### config.mk
export PLATFORM = sky130hd
export DESIGN_NAME = sha1_pipe_ctrl
export DESIGN_NICKNAME = d
export VERILOG_FILES = /design/src/rtl/sha1_pipe_ctrl.sv
export SDC_FILE = /design/constraint.sdc
export NUM_CORES = 1
export LEC_CHECK = 0
export CORE_ASPECT_RATIO = 0.7
export CORE_UTILIZATION = 47
export CTS_BUF_LIST = sky130_fd_sc_hd__clkbuf_4
export DETAILED_ROUTE_END_ITERATION = 10
export MAX_ROUTING_LAYER = met4
export PLACE_DENSITY = 0.8
export RECOVER_POWER = 100
export SLEW_MARGIN = 10
export SYNTH_ARGS = -nofsm -noshare
export SYNTH_HDL_FRONTEND = slang
export SYNTH_SLANG_ARGS = --single-unit
### constraint.sdc
create_clock -name clk -period 1.1 [get_ports clk]
set_input_delay 0.22 -clock clk [delete_from_list [all_inputs] [get_ports clk]]
set_output_delay 0.22 -clock clk [all_outputs]
set_load 0.02 [all_outputs]
### src/rtl/sha1_pipe_ctrl.sv
// ============================================================================
//  Module   : sha1_pipe_ctrl
//  Brief    : Four-stage SHA-1 round pipeline controller. Round-robin block
//             admission, per-stage round counters, tag tracking and
//             completion pulse aligned with the datapath hash-ready strobe.
//  Revision : 1.0
// ============================================================================
`default_nettype none

module sha1_pipe_ctrl #(
    parameter int ROUNDS = 20,
    parameter int NREQ   = 2,
    localparam int TAGW  = (NREQ > 1) ? $clog2(NREQ) : 1
) (
    input  logic            clk,
    input  logic            reset,
    input  logic [NREQ-1:0] req,
    output logic [NREQ-1:0] gnt,
    output logic [3:0]      feed,
    output logic [3:0]      blk_busy,
    output logic [3:0]      blk_last_busy,
    output logic [4:0]      rnd0,
    output logic [4:0]      rnd1,
    output logic [4:0]      rnd2,
    output logic [4:0]      rnd3,
    output logic            done_valid,
    output logic [TAGW-1:0] done_tag,
    output logic            idle
);

    localparam int NSTG = 4;

    logic [TAGW-1:0]            r_ptr;
    logic [TAGW-1:0]            r_gnt_id;
    logic                       r_feed0;
    logic [NSTG-1:0]            r_last_busy;
    logic                       r_fall_d1;
    logic                       r_done_valid;
    logic [TAGW-1:0]            r_done_tag;

    logic [NREQ-1:0]            w_gnt;
    logic [TAGW-1:0]            w_gnt_id;
    logic [TAGW-1:0]            w_idx;
    logic                       w_gnt_any;
    logic [NSTG-1:0]            w_feed;
    logic [NSTG-1:0]            w_busy;
    logic [NSTG-1:0][4:0]       w_rnd;
    logic [NSTG-1:0][TAGW-1:0]  w_tag;
    logic                       w_fall3;

    // Round-robin pick: first requester at or after the pointer, only when
    // stage 0 is neither loading nor running. Reset suppresses any grant.
    always_comb begin
        w_gnt     = '0;
        w_gnt_id  = '0;
        w_idx     = '0;
        w_gnt_any = 1'b0;
        if (!reset && !w_busy[0] && !r_feed0) begin
            for (int k = 0; k < NREQ; k++) begin
                w_idx = TAGW'((int'(r_ptr) + k) % NREQ);
                if (!w_gnt_any && req[w_idx]) begin
                    w_gnt_any    = 1'b1;
                    w_gnt_id     = w_idx;
                    w_gnt[w_idx] = 1'b1;
                end
            end
        end
    end

    // Pointer advance, stage-0 load pulse and captured requester id.
    always_ff @(posedge clk or posedge reset) begin
        if (reset) begin
            r_ptr    <= '0;
            r_feed0  <= 1'b0;
            r_gnt_id <= '0;
        end else begin
            r_feed0 <= w_gnt_any;
            if (w_gnt_any) begin
                r_gnt_id <= w_gnt_id;
                r_ptr    <= (int'(w_gnt_id) == NREQ - 1) ? '0 : w_gnt_id + 1'b1;
            end
        end
    end

    assign w_feed[0] = r_feed0;

    generate
        for (genvar s = 0; s < NSTG; s++) begin : g_stage
            logic            r_busy_s;
            logic [4:0]      r_rnd_s;
            logic [TAGW-1:0] r_tag_s;
            logic [TAGW-1:0] w_tag_src;

            if (s == 0) begin : g_src0
                assign w_tag_src = r_gnt_id;
            end else begin : g_srcn
                // A stage loads the cycle its predecessor finishes.
                assign w_feed[s]  = r_last_busy[s-1] & ~w_busy[s-1];
                assign w_tag_src  = w_tag[s-1];
            end

            // Round counter runs 0..ROUNDS-1 while busy, parks at 0 otherwise.
            always_ff @(posedge clk or posedge reset) begin
                if (reset) begin
                    r_busy_s <= 1'b0;
                    r_rnd_s  <= '0;
                    r_tag_s  <= '0;
                end else if (w_feed[s]) begin
                    r_busy_s <= 1'b1;
                    r_rnd_s  <= '0;
                    r_tag_s  <= w_tag_src;
                end else if (r_busy_s) begin
                    if (r_rnd_s == 5'(ROUNDS - 1)) begin
                        r_busy_s <= 1'b0;
                        r_rnd_s  <= '0;
                    end else begin
                        r_rnd_s  <= r_rnd_s + 5'd1;
                    end
                end
            end

            assign w_busy[s] = r_busy_s;
            assign w_rnd[s]  = r_rnd_s;
            assign w_tag[s]  = r_tag_s;

`ifndef SYNTHESIS
            // A load into a running stage would corrupt its state.
            a_no_collision: assert property (@(posedge clk) disable iff (reset)
                !(w_feed[s] && w_busy[s]))
                else $error("stage %0d loaded while busy", s);
`endif
        end
    endgenerate

    assign w_fall3 = r_last_busy[3] & ~w_busy[3];

    // Busy history, and completion pulse two cycles after stage 3 drains.
    always_ff @(posedge clk or posedge reset) begin
        if (reset) begin
            r_last_busy  <= '0;
            r_fall_d1    <= 1'b0;
            r_done_valid <= 1'b0;
            r_done_tag   <= '0;
        end else begin
            r_last_busy  <= w_busy;
            r_fall_d1    <= w_fall3;
            r_done_valid <= r_fall_d1;
            if (w_fall3) begin
                r_done_tag <= w_tag[3];
            end
        end
    end

    assign gnt           = w_gnt;
    assign feed          = w_feed;
    assign blk_busy      = w_busy;
    assign blk_last_busy = r_last_busy;
    assign rnd0          = w_rnd[0];
    assign rnd1          = w_rnd[1];
    assign rnd2          = w_rnd[2];
    assign rnd3          = w_rnd[3];
    assign done_valid    = r_done_valid;
    assign done_tag      = r_done_tag;
    assign idle          = ~(w_gnt_any | (|w_feed) | (|w_busy) | w_fall3
                             | r_fall_d1 | r_done_valid);

endmodule

`default_nettype wire

Word-level counts from Yosys, hierarchy flattened --
Cells that the tools add are included.
Operators by class: reduce and logical (&&, ||, !) cells 15, bitwise logic cells 15, order comparisons 4, $mul 0, div/mod/pow operators 0, mux-type cells 44, equal/unequal tests 4, add/sub/neg operators 6, shift operators 0
Operators with widths (count):
- 2-to-1 mux 5 bit | 12
- 2-to-1 mux 1 bit | 26
- adder 5 x 1 -> 5 bit, second input constant | 4
- == test 5 bit, second input constant | 4
- 2-to-1 mux 2 bit | 4
- nonzero test 2 bit | 4
- OR reduction 4 bit | 2
- logical AND 1 bit | 5
- NOT 1 bit | 5
- bitwise OR 1 bit | 5
- AND 1 bit | 4
- logical NOT 1 bit | 4
- < comparator 1 x 2 -> 1 bit, second input constant | 2
- adder 1 bit, second input constant | 2
- demux 1 bit (select 1 bit) | 2
- greater-or-equal comparator 1 bit, second input constant | 2
- bitwise OR 2 bit | 1
Word-level totals: logic and storage cells 107, ROM bits 0, input bits 4, memories kept 0, register bits 38, output and inout bits 37, latch bits 0, bits in writable memories 0

Depth between registers and ports, before layout --
Gate-level depths: netlist (run 1).
depth in word-level cells 14, gate-level depth with buffers 5, depth with buffers taken out 4

Least setup slack after synthesis (run 1) --
No wires, ideal clock.
path kind register to output, from reg g_stage[1].r_busy_s, to out idle, data required time 880 ps, arrival time 1180 ps, cell stages (with the launch flop) 5, path slack -300 ps, buffers on the path 1, cell sequence dfrtp_1 -> buf_4 -> nor4_1 -> nand4b_1 -> nor2_1
Between the ends: longest elaborated chain between the ends 9, elaborated cells on any way between the ends 10, classes of those cells bitwise (8); reduce/logical (2)
Ends and longest elaborated chain:
- from (decl) | line 89 | logic r_busy_s;
- from (signal assigned) | line 105 | r_busy_s <= 1'b0;
- from (signal assigned) | line 109 | r_busy_s <= 1'b1;
- from (signal assigned) | line 114 | r_busy_s <= 1'b0;
- NOT 1 bit | line 98 | assign w_feed[s] = r_last_busy[s-1] & ~w_busy[s-1];
- AND 1 bit | line 98
- OR reduction 4 bit | line 164 | assign idle = ~(w_gnt_any | (|w_feed) | (|w_busy) | w_fall3
- bitwise OR 1 bit | line 164
- bitwise OR 1 bit (*) (2 in series) | line 164
- bitwise OR 1 bit (*) (2 in series) | line 165 | | r_fall_d1 | r_done_valid);
- NOT 1 bit (*) | line 164
- to (decl) | line 28 | output logic idle
Every way passes the cells marked *; elsewhere a longest branch is shown, timed or not.

Final worst setup path (run 1) --
from reg r_fall_d1, to out idle
Between the ends: longest elaborated chain between the ends 3
Ends and longest elaborated chain:
- from (decl) | line 37 | logic r_fall_d1;
- from (signal assigned) | line 146 | r_fall_d1 <= w_fall3;
- bitwise OR 1 bit (2 in series) | line 165
- NOT 1 bit | line 164
No other way between the ends.

==> out/results.ini, run 1 <==
[run_status]
outcome=finished, violations left
violations=setup timing

[clocking]
cts-root-buf=clkbuf_4
cts_tree=yes
htreeDepth=2
clk_pin_slew_ns=0.13
insertion_delay_ns=0.36
clock_sinks=38
cts_inserted_buffers=5
cts_max_path_buffers=2

[synth]
yosysWarnings=0
syn_area_per_cell_um2=11.06
synth_cell_types=34
syn_area_mm2=0.001826
synth_top_area_share_pct=52.09
synthTopCellsByArea=dfrtp_1, mux2_2, nor2b_1, o21ai_0, buf_4
syn-instance-count=165
yosys.area.top_type=dfrtp_1
ys_ff_latch=38
syn-num-nets=173
ys_seq_area_share_pct=52.09

[global_route]
grt_max_degree=28
grt_pass1_vias=1881
grt-busiest-layer=met2
grt_pass1_wl_um=9522
grt.met1_usage_pct=36.75
track_usage_pct=32.71
use_met3_pct=6.780
grt_overflow=0
antenna_found_initial=0
met2_usage_pct=56.31

[sta]
setup_viol=69
period_needed_ns=1.951
fin_ws_ns=-0.8509
slew_headroom_pct=55.87
slew_violations=0
setup_tns_ns=-15.72
fin_crit_sh_pct=177.4
rsz0062_at_grt=true
finClkSkew_ns=0.01202
worst_slew_pin_slew_ns=0.6620
fmax_mhz=512.6
hold-worst-slack_ns=0.4613
hold_violations=0

[placement]
postPlaceCellArea_mm2=0.002619
placed_cells=284
portBuffers=40
pre_cts_ws_ns=-0.8984
place_congestion=0.8254
dp_hpwl_um=3397

[detailed_routing]
final_antenna_net_count=0
drt_iter0_markers=192
drtPass1Iterations=4
post-route-drc-count=0
finalWirelength_um=7541
vias=1928
avgViaCountPerCell=5.825
wl_per_cell_um=22.78

[final_layout]
final_util_pct=91.99
fill_cells=116
layoutNonFillerInstCount=331
ff_latch_area_um2=965.9
multi_input_area_mm2=0.001027
nNetsFinal=288
syn2layout_area_growth_pct=82.73
drive_above_1_share_pct=64.06
n_antenna_cell=0
fin_area_mm2=0.003336

[floorplanning]
core_mm2=0.003626
rows=18
floorplan.die.width_um=76.49
io_pins=41
dieArea_mm2=0.004141
start_util_pct=50.35
die_h_um=54.14

[worst_setup_path]
cp.required_ns=0.88
cp.arrival_ns=1.73
endpoint_kind=output pin
cp_max_fo=2
start_kind=flip-flop
critPathKind=flip-flop to output pin
r2r_cells=5

[power]
vdd_drop_max_uv=2461
power_density_mw_per_mm2=3365
power_mw=11.23
p_leak_nw=1.540

[hold_path]
holdPathStages=0
hold_path_class=flip-flop to flip-flop

[flow_run]
maxCapViolCount=0

[power breakdown]
group / total [mW] / internal, mW / switching [mW]
Combinational: 7.77 / 4.15 / 3.62
Clock: 0.772 / 0.265 / 0.507
Sequential: 2.68 / 2.06 / 0.625
Total: 11.2 / 6.48 / 4.75
[area by class of cell]
type	instances	area share (%)
Clock inverter	2	0.2626
Sequential cell	38	28.96
Tap cell	50	1.875
Multi-Input combinational cell	109	30.80
Timing Repair Buffer	121	36.20
Clock buffer	6	1.350
Inverter	5	0.5626
[worst max-delay path, stage by stage (launching register included)]
cell,delay (ns)
dfrtp_1,0.43
nor4_2,0.39
nand4b_1,0.27
nor2_4,0.15
buf_6,0.12
[path summary, 6_finish.rpt]
path	endpoint	slack [ns]	from
max	idle	-0.85	r_fall_d1
min reg2reg	done_valid	0.46	r_fall_d1
max in group asynchronous	rnd2[0]	0.14	reset
min	done_valid	0.46	r_fall_d1
max reg2reg	rnd1[2]	-0.42	g_stage[1].r_busy_s
min in group asynchronous	g_stage[0].w_tag_src	0.49	reset
[cells in the mapped netlist]
| cell type | number |
|---|---|
| a21o_2 | 1 |
| a21oi_1 | 10 |
| a311o_1 | 3 |
| a31oi_1 | 1 |
| and3_1 | 1 |
| and4b_1 | 3 |
| and4b_2 | 1 |
| buf_2 | 2 |
| buf_4 | 7 |
| buf_6 | 4 |
| dfrtp_1 | 38 |
| ha_1 | 4 |
| inv_1 | 5 |
| mux2_2 | 5 |
| mux2i_1 | 4 |
| nand2_1 | 14 |
| nand2b_1 | 4 |
| nand3_1 | 1 |
| nand3b_1 | 2 |
| nand4_1 | 3 |
| nand4b_1 | 1 |
| nand4bb_1 | 1 |
| nor2_1 | 10 |
| nor2b_1 | 9 |
| nor2b_2 | 2 |
| nor2b_4 | 1 |
| nor3_4 | 1 |
| nor4_1 | 2 |
| o21a_1 | 1 |
| o21ai_0 | 11 |
| o31ai_1 | 6 |
| or3b_1 | 3 |
| xnor2_1 | 3 |
| xor2_1 | 1 |
[flip-flops by register name, indices dropped and copies added, names as in the netlist]
signal	count
done_tag	1
rnd2	5
g_stage.w_tag_src	1
done_valid	1
r_ptr	1
g_stage.r_busy_s	4
blk_last_busy	4
rnd3	5
r_fall_d1	1
rnd0	5
g_stage.r_tag_s	4
r_feed0	1
rnd1	5
[cells in the final DEF, fill, tap and decap left out, drive strengths merged]
master / netlist / routed
nor2: 10 / 10
o21ai: 11 / 11
a21o: 1 / 1
nor4: 2 / 2
o21a: 1 / 1
a31oi: 1 / 1
buf: 13 / 114
a311o: 3 / 3
xor2: 1 / 1
a21oi: 10 / 10
or3b: 3 / 3
nand2: 14 / 14
nor2b: 12 / 12
o31ai: 6 / 6
nand4bb: 1 / 1
xnor2: 3 / 3
clkdlybuf4s50: 0 / 3
dfrtp: 38 / 38
nand4: 3 / 3
and4b: 4 / 4
mux2i: 4 / 4
ha: 4 / 4
mux2: 5 / 5
nor3: 1 / 1
nand4b: 1 / 1
inv: 5 / 5
nand2b: 4 / 4
and3: 1 / 1
nand3: 1 / 1
nand3b: 2 / 2
clkbuf: 0 / 10
clkinv: 0 / 2
[cell families (layout without fill, tap and decap cells)]
group / count (synthesis) / after routing / synth area share, %
compound gates: 33 / 33 / 11.10
mux: 9 / 9 / 5.277
flops: 38 / 38 / 52.09
fa+ha+maj: 4 / 4 / 2.742
simple gates: 59 / 59 / 19.95
xor+xnor: 4 / 4 / 1.919
buf+inv: 18 / 134 / 6.922
[routing by layer]
layer | wire length (µm) | vias to the layer above
met3 | 403 | 40
met2 | 3776 | 116
met1 | 2943 | 962
li1 | - | 810
met4 | 417 | 0
met5 | 0 | -
[what timing repair did]
action                     4_1_cts  5_1_grt
pin swaps                       15       23
setup endpoints to repair       60       67
gates resized for setup        269       55
setup buffers                   32       21
hold buffers                     0        0
No activity file was read; power rests on OpenSTA's default activity.
==> run 2: changes to the inputs <==
--- a/config.mk
+++ b/config.mk
@@ -7,9 +7,9 @@
 export LEC_CHECK = 0
 export CORE_ASPECT_RATIO = 0.7
-export CORE_UTILIZATION = 47
+export CORE_UTILIZATION = 52
 export CTS_BUF_LIST = sky130_fd_sc_hd__clkbuf_4
 export DETAILED_ROUTE_END_ITERATION = 10
 export MAX_ROUTING_LAYER = met4
-export PLACE_DENSITY = 0.8
+export PLACE_DENSITY = 0.84
 export RECOVER_POWER = 100
 export SLEW_MARGIN = 10
==> constraint.sdc (replaced) <==
create_clock -name clk -period 1.98 [get_ports clk]
set_input_delay 0.297 -clock clk [delete_from_list [all_inputs] [get_ports clk]]
set_output_delay 0.297 -clock clk [all_outputs]
set_load 0.02 [all_outputs]
==> run 2 against run 1 <==
The run now ends clean. Total power is 65% lower. Clock skew hardly changed. Worst setup slack better by 0.96 ns. Clock power is 34% lower. Flip-flop and latch count stayed put. Die area is 9.3% lower. Utilization is 21 points lower. Sequential power is 44% lower. Largest power group unchanged.
==> out/results.ini, run 2 (synthesis gave the netlist of run 1 again) <==
[final_layout]
nNetsFinal=217  ; was 288
syn2layout_area_growth_pct=26.11  ; was 82.73%
fill_cells=242  ; was 116
final_util_pct=70.74  ; was 91.99%
n_antenna_cell=0  ; unchanged
drive_above_1_share_pct=14.76  ; was 64.06%
layout_commonest_cell=dfrtp_1  ; was buf_6
ff_latch_area_um2=953.4  ; was 965.9 µm²
multi_input_area_um2=749.5  ; was 0.001027 mm²
layoutNonFillerInstCount=257  ; was 331
final_cell_mix=dfrtp_1, dlygate4sd3_1, nand2_1  ; was buf_6, buf_4, dfrtp_1

[sta]
hold-worst-slack_ns=0.3936  ; was 0.4613 ns
worst_slew_pin_slew_ns=0.9391  ; was 0.6620 ns
fin_crit_sh_pct=94.64
fin_ws_ns=0.1062  ; was -0.8509 ns
hold_violations=0  ; unchanged
slew_violations=0  ; unchanged
fmax_mhz=533.7
slew_headroom_pct=37.39  ; was 55.87%
finClkSkew_ns=0.01235  ; was 0.01202 ns
setup_viol=0  ; was 69
period_needed_ns=1.874
rsz0062_at_grt=false  ; was true

[hold_path]
hold_path_class=flip-flop to flip-flop  ; unchanged
holdPathStages=0  ; unchanged
worstHoldEndpoint=done_valid  ; unchanged
hp-start=r_fall_d1  ; unchanged

[global_route]
track_usage_pct=26.14  ; was 32.71%
grt_pass1_wl_um=6906  ; was 9522 µm
grt_overflow=0  ; unchanged
grt_pass1_vias=1447  ; was 1881
antenna_found_initial=0  ; unchanged
grt_max_degree=39  ; was 28

[clocking]
clock_sinks=38  ; unchanged
cts_inserted_buffers=5  ; unchanged
htreeDepth=2  ; unchanged
clk_pin_slew_ns=0.12  ; was 0.13 ns
insertion_delay_ns=0.34  ; was 0.36 ns
cts_max_path_buffers=2  ; unchanged
cts_hold_buf=0  ; unchanged
cts_tree=yes  ; unchanged
cts-root-buf=clkbuf_4  ; unchanged

[floorplanning]
dieArea_mm2=0.003755  ; was 0.004141 mm²
core_mm2=0.003254  ; was 0.003626 mm²
rows=17  ; was 18
start_util_pct=56.09  ; was 50.35%
io_pins=41  ; unchanged
floorplan.die.width_um=72.82  ; was 76.49 µm
die_h_um=51.57  ; was 54.14 µm

[worst_setup_path]
worstReg2RegEnd=g_stage[2].r_tag_s  ; was rnd1[2]
cp.required_ns=1.68  ; was 0.88 ns
rrSetupSlack_ns=0.42  ; was -0.42 ns
r2r_cells=4  ; was 5
endpoint_kind=output pin  ; unchanged
cp_max_fo=6  ; was 2
cp.arrival_ns=1.58  ; was 1.73 ns
critPathKind=flip-flop to output pin  ; unchanged
reg2reg_from=g_stage[1].r_busy_s  ; unchanged
start_kind=flip-flop  ; unchanged

[flow_run]
maxCapViolCount=0  ; unchanged

[detailed_routing]
post-route-drc-count=0  ; unchanged
wl_per_cell_um=14.95  ; was 22.78 µm
drt_iter0_markers=97  ; was 192
avgViaCountPerCell=5.537  ; was 5.825
drtPass1Iterations=4  ; unchanged
finalWirelength_um=3842  ; was 7541 µm
vias=1423  ; was 1928
final_antenna_net_count=0  ; unchanged

[run_status]
outcome=finished, final reports clean  ; was finished, violations left

[placement]
portBuffers=40  ; unchanged
pre_cts_ws_ns=-0.1767  ; was -0.8984 ns
placed_cells=248  ; was 284
dp_hpwl_um=2867  ; was 3397 µm
place_congestion=0.8498  ; was 0.8254

[power]
p_leak_nw=1.041  ; was 1.540 nW
power_mw=3.960  ; was 11.23 mW
vdd_drop_max_uv=894.6  ; was 2461 µV
power_density_mw_per_mm2=1720  ; was 3365 mW/mm²

## run 2: changes by cell type in the layout (fill, tap and decap cells not counted), moves of 9 or more
cell           change
buf_6             -73
buf_4             -30
dlygate4sd3_1     +27
dfrtp_1           +10
dfrtp_2           -10
o21ai_0            +9
## run 2: layer usage
metal | part of all wire [%] | vias to the layer above | wire length, µm | global-route usage, %
met4 | 1.7 | 0 | 65 | 9.804
met3 | 4.5 | 8 | 173 | 8.140
li1 | - | 662 | - | -
met5 | 0 | - | 0 | -
met2 | 48 | 53 | 1841 | 40.19
met1 | 46 | 700 | 1763 | 32.99
## run 2: critical path, cell delays in order, from the launching register on
cell             delay, ns
dfrtp_2               0.44
clkbuf_2              0.18
clkdlybuf4s50_1       0.63
## run 2: power breakdown
group,total [mW],internal (mW),switching (mW)
Clock,0.513,0.262,0.251
Combinational,1.96,0.912,1.05
Sequential,1.49,1.12,0.368
## run 2: per-stage QoR
step                      area [µm²]  setup TNS, ns
after global routing            2302              0
after detailed placement        2245        -0.4523
after CTS                       2317              0
after global placement          2245        -0.3192
final                           2302              0
after floorplan                 1826              0
## run 2: what timing repair did
action                                  in CTS  in global routing
setup buffers                                0                  1
pin swaps                                    0                  2
endpoints found under the setup margin       6                  5
gates resized for setup                      8                  8
cloned                                       0                  0
## run 2: layout make-up
cell class	count	share of cell area [%]
Timing Repair Buffer	50	19.29
Tap cell	47	2.554
Clock buffer	5	1.630
Clock inverter	3	1.739
Multi-Input combinational cell	109	32.55
Sequential cell	38	41.41
Inverter	5	0.8152
## run 2: worst max path at each step
stage	to	slack [ns]	cells after the start	start
after floorplan	idle	0.50	4	g_stage[1].r_busy_s
after global placement	gnt[0]	-0.13	4	reset
after detailed placement	gnt[0]	-0.18	4	reset
after CTS	gnt[0]	0.008	3	r_feed0
after global routing	feed[0]	0.01	2	r_feed0
final	feed[0]	0.11	2	r_feed0
